## config.mk

```make
export PLATFORM = sky130hd
export DESIGN_NAME = jk_down_counter_4bit
export DESIGN_NICKNAME = d
export VERILOG_FILES = /design/src/rtl/jk_down_counter_4bit.sv
export SDC_FILE = /design/constraint.sdc
export NUM_CORES = 1
export LEC_CHECK = 0
export CAP_MARGIN = 20
export CELL_PAD_IN_SITES_DETAIL_PLACEMENT = 0
export CELL_PAD_IN_SITES_GLOBAL_PLACEMENT = 1
export CORE_MARGIN = 5
export CORE_UTILIZATION = 26
export DETAILED_ROUTE_END_ITERATION = 7
export HOLD_SLACK_MARGIN = 0.05
export PLACE_DENSITY = 0.67
export RECOVER_POWER = 25
export SETUP_SLACK_MARGIN = 0.2
export SLEW_MARGIN = 30
export SYNTH_ARGS = -nofsm -noshare
export SYNTH_HDL_FRONTEND = slang
export SYNTH_SLANG_ARGS = --single-unit
```

## constraint.sdc

```tcl
create_clock -name clock -period 1.8 [get_ports clock]
set_clock_uncertainty 0.05 [all_clocks]
set_input_delay 0.18 -clock clock [delete_from_list [all_inputs] [get_ports clock]]
set_output_delay 0.18 -clock clock [all_outputs]
set_load 0.02 [all_outputs]
```

## src/rtl/jk_down_counter_4bit.sv

```systemverilog
// Synchronous down counter built from WIDTH JK flip-flop cells, with parallel load,
// count enable, a borrow output for cascading and a sticky underflow flag.
module jk_down_counter_4bit #(
    parameter int unsigned WIDTH = 4
) (
    input  logic             clock,
    input  logic             clear,
    input  logic             load,
    input  logic [WIDTH-1:0] d,
    input  logic             count_enable,
    output logic [WIDTH-1:0] q,
    output logic             zero,
    output logic             borrow_out,
    output logic             underflow
);

    typedef enum logic [1:0] {
        ModeIdle,
        ModeCount,
        ModeLoad,
        ModeClear
    } mode_e;

    mode_e            mode;
    logic [WIDTH-1:0] q_q;
    logic [WIDTH-1:0] q_d;
    logic [WIDTH-1:0] toggle;
    logic [WIDTH-1:0] j;
    logic [WIDTH-1:0] k;
    logic             underflow_q;
    logic             underflow_d;
    logic             q_is_zero;

    assign q_is_zero = (q_q == '0);

    always_comb begin
        mode = ModeIdle;
        if (clear) begin
            mode = ModeClear;
        end else if (load) begin
            mode = ModeLoad;
        end else if (count_enable) begin
            mode = ModeCount;
        end
    end

    // Bit i toggles when counting and every lower bit is zero (borrow ripples up).
    always_comb begin
        toggle    = '0;
        toggle[0] = count_enable;
        for (int i = 1; i < int'(WIDTH); i++) begin
            toggle[i] = toggle[i-1] & ~q_q[i-1];
        end
    end

    always_comb begin
        j = '0;
        k = '0;
        unique case (mode)
            ModeClear: begin
                j = '0;
                k = '1;
            end
            ModeLoad: begin
                j = d;
                k = ~d;
            end
            ModeCount: begin
                j = toggle;
                k = toggle;
            end
            default: begin
                j = '0;
                k = '0;
            end
        endcase
    end

    // JK characteristic equation, applied per cell.
    assign q_d = (j & ~q_q) | (~k & q_q);

    always_comb begin
        underflow_d = underflow_q;
        unique case (mode)
            ModeClear, ModeLoad: underflow_d = 1'b0;
            ModeCount:           underflow_d = underflow_q | q_is_zero;
            default:             underflow_d = underflow_q;
        endcase
    end

    always_ff @(posedge clock) begin
        if (clear) begin
            q_q         <= '0;
            underflow_q <= 1'b0;
        end else begin
            q_q         <= q_d;
            underflow_q <= underflow_d;
        end
    end

    assign q          = q_q;
    assign zero       = q_is_zero;
    assign borrow_out = count_enable & q_is_zero;
    assign underflow  = underflow_q;

endmodule

```

==> impl_metrics.ini, run 1 <==
[drt]
vias = 503
wl_per_cell_um = 12.1
firstDrtPassIters = 4
drt_wl_total_um = 1270
ant_nets = 0
drt_iter0_drc = 4
drc_errors = 0
routed_via_density = 4.79

[worst_hold_path]
hp-class = input pin to flop

[synth]
synth_fp_nets = 66
yosysMostFrequentCell = inv_1
synthTopCellsByArea = dfxtp_1 (24%), ha_1 (15%), a21oi_1 (7.3%), inv_1 (7.3%), a211oi_1 (3.7%)
yosysUniqueCellTypes = 26
synth_top_area_share_pct = 24.4
seq_area_frac_synth_pct = 24.4
synth.largest_area_cell = dfxtp_1
syn-instance-count = 53
syn_area_um2 = 410
synth_warnings = 0
synth_edf_count = 0
avgSynthCellArea_um2 = 7.74
synthArstFlopShare_pct = 0
synthFlopType = dfxtp_1
synth_top_cells_by_count = inv_1 (8), a21oi_1 (6), dfxtp_1 (5), ha_1 (5)
ys_ff_latch = 5

[clocking]
clk_pin_slew_ps = 40
clock-sinks = 5
cts_root_buffer = clkbuf_4
cts_tree = built
ctsHtreeMaxLevel = 1
cts_buffers = 3
clk_path_buf_depth = 2
postCtsHoldBufs = 0
clock_latency_ps = 240

[placed_design]
pre_cts_ws_ps = -469
numPortBuffers = 14
dpl.hpwl_um = 1010
placed_cell_area_um2 = 707
dp.cells = 97
gp_congestion = 0.792

[sta]
maxClockFrequency_ghz = 0.645
tightest_slew_ps = 268
finalHoldViolations = 0
worst_slack_ps = 249
rsz0062_at_grt = true
setup_violations = 0
finalCritPeriodShare_pct = 86.2
holdWs_ps = 237
slew_violations = 0
slew_headroom_pct = 82.0
layout_min_cycle_time_ps = 1550

[cells_and_area]
num-nets-final = 103
ff_latch_area_um2 = 100
area_growth_pct = 90.2
multiInputGateArea_um2 = 345
fin_cells = 105
fillers = 154
diodes = 0
drive_gt1_share_pct = 46.1
stdcell_area_um2 = 781

[worst_setup_path]
crit_arrival_ps = 1670
path_cells = buf_4 > or2_4 > inv_4 > ha_4 > nand2_4 > or3_4 > or3b_1 > a31oi_1
max_stage_delay_ps = 350
critPathMaxFanout = 4
startpoint_type = input pin
worstSetupEndpointType = flop
worstPathRequired_ps = 1920
crit_buf_inv = 2
critical-path-top-delay-family = simple AND/OR/NAND/NOR gates
cp_slowest_cell = or3b_1
criticalPathCategory = input pin to flop

[floorplan]
fp.coreArea_um2 = 1510
dieHeight_um = 49.7
row_count = 14
ios = 15
die_area_um2 = 2470
start_util_pct = 27.2
dieWidth_um = 49.7

[power_and_ir_drop]
max-vdd-ir-drop_uv = 320
p_leak_nw = 0.370
p_per_area_nw_per_um2 = 591

[global_route]
antenna_found_initial = 0
grt_pass1_wl_um = 2150
grt_use_total_pct = 10.7
grt_overflow_total = 0
grt_pass1_vias = 500
grt_max_degree = 7

[run_status]
status = finished, final reports clean

[job]
maxCapViolCount = 0
[final timing paths]
path                     startpoint                      to  slack (ps)  cells after the start
max                           clear         q[3]$_SDFF_PP0_         250                      8
min                           clear         q[3]$_SDFF_PP0_         240                      3
max reg2reg         q[0]$_SDFF_PP0_         q[3]$_SDFF_PP0_         300                      4
min reg2reg  underflow$_SDFFE_PP0P_  underflow$_SDFFE_PP0P_         470                      2
[report_power, final]
group | switching (mW) | leakage (nW) | internal, mW
registers | 0.00861 | 0.0408 | 0.120
logic | 0.0976 | 0.314 | 0.107
clock network | 0.0442 | 0.0150 | 0.0837
total | 0.150 | 0.370 | 0.311
[kinds of logic (layout without fill, tap and decap cells)]
group                      after synthesis  after routing  synth area share [%]
AOI/OAI and AO/OA                       16             16                  25.9
DFF                                      5              5                  24.4
buffers and inverters                    9             45                  8.23
and+or+nand+nor                         18             18                  26.2
adders and majority gates                5              5                  15.2
[worst reg2reg max path, delay by kind of cell (launching register included)]
| family | cells | cell delay, ps |
|---|---|---|
| buffers and inverters | 1 | 160 |
| AO/OA/AOI/OAI | 1 | 160 |
| AND/OR/NAND/NOR | 2 | 730 |
| flip-flops | 1 | 330 |
[cell type report]
cell class                 instances  area share [%]
inverter                           8            4.17
multi-input combinational         39            44.2
sequential                         5            12.8
timing repair buffer              33            32.9
clock buffer                       4            3.37
tap                               16            2.56
[flip-flops by register name (all words and copies together) (netlist names)]
register / cells
underflow: 1
q: 4
[timing repair]
item / in CTS / in global routing
pin swaps: 6 / 9
buffers inserted: 1 / 3
resized for setup: 19 / 13
cloned: 0 / 0
setup endpoints to repair: 6 / 7
endpoints found under the hold margin: 0 / 0
[placed cells by master, fill, tap and decap left out, types with 2 or more instances in the layout]
cell type,instances
inv_2,3
ha_1,2
nand2b_1,2
a21oi_1,4
clkbuf_1,3
ha_4,2
dlymetal6s2s_1,2
a211oi_1,2
buf_2,2
nor2_1,3
dfxtp_1,5
clkdlybuf4s50_1,5
buf_4,20
clkbuf_4,3
inv_1,4
nand2_1,3
a31oi_1,2
[layer usage]
| metal | GRT usage, % | wire length, um | up-vias |
|---|---|---|---|
| met5 | 0 | 0 | - |
| met4 | 1.31 | 0 | 0 |
| met3 | 5.42 | 95 | 0 |
| met2 | 16.7 | 587 | 17 |
| met1 | 13.5 | 587 | 226 |
| li1 | - | - | 260 |
[per-stage QoR]
stage | power, mW | util, % | setup TNS [ps]
after floorplan | 0.225 | - | -43.4
after global placement | 0.322 | 46.9 | -1270
after detailed placement | 0.322 | 46.9 | -1330
after CTS | 0.464 | 51.3 | 0
after global routing | 0.499 | 51.8 | 0
final | 0.461 | 51.8 | 0
No activity file was read; power rests on OpenSTA's default activity.
==> run 2, diff against run 1 <==
--- a/config.mk
+++ b/config.mk
@@ -9,10 +9,10 @@
 export CELL_PAD_IN_SITES_DETAIL_PLACEMENT = 0
 export CELL_PAD_IN_SITES_GLOBAL_PLACEMENT = 1
 export CORE_MARGIN = 5
-export CORE_UTILIZATION = 26
+export CORE_UTILIZATION = 31
 export DETAILED_ROUTE_END_ITERATION = 7
 export HOLD_SLACK_MARGIN = 0.05
-export PLACE_DENSITY = 0.67
+export PLACE_DENSITY_LB_ADDON = 0.3
 export RECOVER_POWER = 25
 export SETUP_SLACK_MARGIN = 0.2
 export SLEW_MARGIN = 30
==> constraint.sdc (replaced) <==
create_clock -name clock -period 2 [get_ports clock]
set_clock_uncertainty 0.05 [all_clocks]
set_input_delay 0.2 -clock clock [delete_from_list [all_inputs] [get_ports clock]]
set_output_delay 0.2 -clock clock [all_outputs]
set_load 0.02 [all_outputs]
==> impl_metrics.ini, run 2 (same netlist as run 1, synthesis figures left out) <==
[run_status]
status = finished, final reports clean

[floorplan]
start_util_pct = 32.3
dieWidth_um = 46.4
fp.coreArea_um2 = 1270
die_area_um2 = 2150
ios = 15
row_count = 13
dieHeight_um = 46.4

[sta]
setup_violations = 0
finalHoldViolations = 0
slew_headroom_pct = 80.1
layout_min_cycle_time_ps = 1740
tightest_slew_ps = 298
maxClockFrequency_ghz = 0.573
slew_violations = 0
rsz0062_at_grt = true
holdWs_ps = 302
finalCritPeriodShare_pct = 87.2

[drt]
drt_iter0_drc = 4
firstDrtPassIters = 3
drc_errors = 0
routed_via_density = 4.94
ant_nets = 0
wl_per_cell_um = 12.2
drt_wl_total_um = 1200
vias = 484

[cells_and_area]
area_growth_pct = 79.3
largest_reg_flops = 4
final_common_cell = buf_4
drive_gt1_share_pct = 32.5
multiInputGateArea_um2 = 330
final_cell_mix = buf_4 (13), clkdlybuf4s50_1 (8), inv_1 (6), a21oi_1 (5), dfxtp_1 (5)
num-nets-final = 97
fillers = 119
diodes = 0
ff_latch_area_um2 = 100

[power_and_ir_drop]
combPwrFrac_pct = 41.8
max-vdd-ir-drop_uv = 348
p_seq_share_pct = 29.5
switching_share_pct = 32.5
p_per_area_nw_per_um2 = 547
power.clock.fraction_pct = 28.7
p_sw_uw = 131
p_total_uw = 402
p_leak_nw = 0.311
intPower_uw = 272

[worst_setup_path]
criticalPathCategory = input pin to flop
critPathMaxFanout = 3
worstPathRequired_ps = 2120
crit_arrival_ps = 1870
startpoint_type = input pin
worstSetupEndpointType = flop
reg2reg_depth = 3

[global_route]
antenna_found_initial = 0
grt_overflow_total = 0
grt_pass1_wl_um = 1950
grt_max_degree = 8
grt_use_total_pct = 12.4
grt_pass1_vias = 479

[worst_hold_path]
hold_depth = 3
hp-class = input pin to flop

[clocking]
clk_pin_slew_ps = 50
postCtsHoldBufs = 0
cts_tree = built
clk_path_buf_depth = 2
clock-sinks = 5
ctsHtreeMaxLevel = 1
clock_latency_ps = 240
cts_root_buffer = clkbuf_4
cts_buffers = 3

[placed_design]
dpl.hpwl_um = 986
gp_congestion = 0.764
numPortBuffers = 14

[job]
maxCapViolCount = 0
run 2: changes by cell type in the layout (fill, tap and decap cells not counted), sizes merged:
cell,delta
buf,-9
clkbuf,-2
clkdlybuf4s50,+3
dlygate4sd2,+3
dlygate4sd3,+1
dlymetal6s2s,-2
run 2: path summary, 6_finish.rpt:
check	startpoint	end	slack (ps)
worst min-delay path	clear	q[3]$_SDFF_PP0_	300
worst min register to register	underflow$_SDFFE_PP0P_	underflow$_SDFFE_PP0P_	470
worst max-delay path	load	q[2]$_SDFF_PP0_	260
worst max register to register	q[0]$_SDFF_PP0_	q[2]$_SDFF_PP0_	570
run 2: area by class of cell:
| cell class | instances | share of cell area, % |
|---|---|---|
| well taps | 15 | 2.55 |
| repair buffers | 27 | 31.0 |
| inverters | 8 | 4.42 |
| clock buffers | 4 | 3.57 |
| multi-input cells | 39 | 44.9 |
| flip-flops and latches | 5 | 13.6 |
run 2: routing by layer:
| layer | wire length, um | GRT usage [%] | vias up |
|---|---|---|---|
| li1 | - | - | 250 |
| met3 | 61 | 2.73 | 0 |
| met4 | 0 | 3.41 | 0 |
| met2 | 617 | 22.0 | 12 |
| met5 | 0 | 0 | - |
| met1 | 520 | 14.8 | 222 |
run 2: metrics by stage:
step	setup TNS (ps)	instances	setup WS, ps	utilization [%]	area, um2
after CTS	0	98	218	58.4	741
after floorplan	0	53	157	-	439
after global routing	0	98	195	58.0	736
after detailed placement	-557	94	-251	54.4	691
after global placement	-478	94	-227	54.4	691
final	0	98	255	58.0	736
run 2: timing repair:
action	in CTS	in global routing
setup buffers	0	0
setup endpoints to repair	5	2
pin swaps	2	2
gates resized for setup	11	1
gates cloned	0	0
run 2: power groups by stage:
stage / clock network [mW] / logic (mW) / registers (mW)
2_1_floorplan: 0 / 0.0723 / 0.130
3_3_place_gp: 0 / 0.168 / 0.118
3_5_place_dp: 0 / 0.169 / 0.118
4_1_cts: 0.118 / 0.170 / 0.119
5_1_grt: 0.125 / 0.183 / 0.120
6_report: 0.115 / 0.168 / 0.119
run 2: critical path, stage by stage:
cell	delay, ps
dlygate4sd2_1	240
or2_4	280
ha_4	220
or4_1	530
a221o_1	330
o21ai_1	60
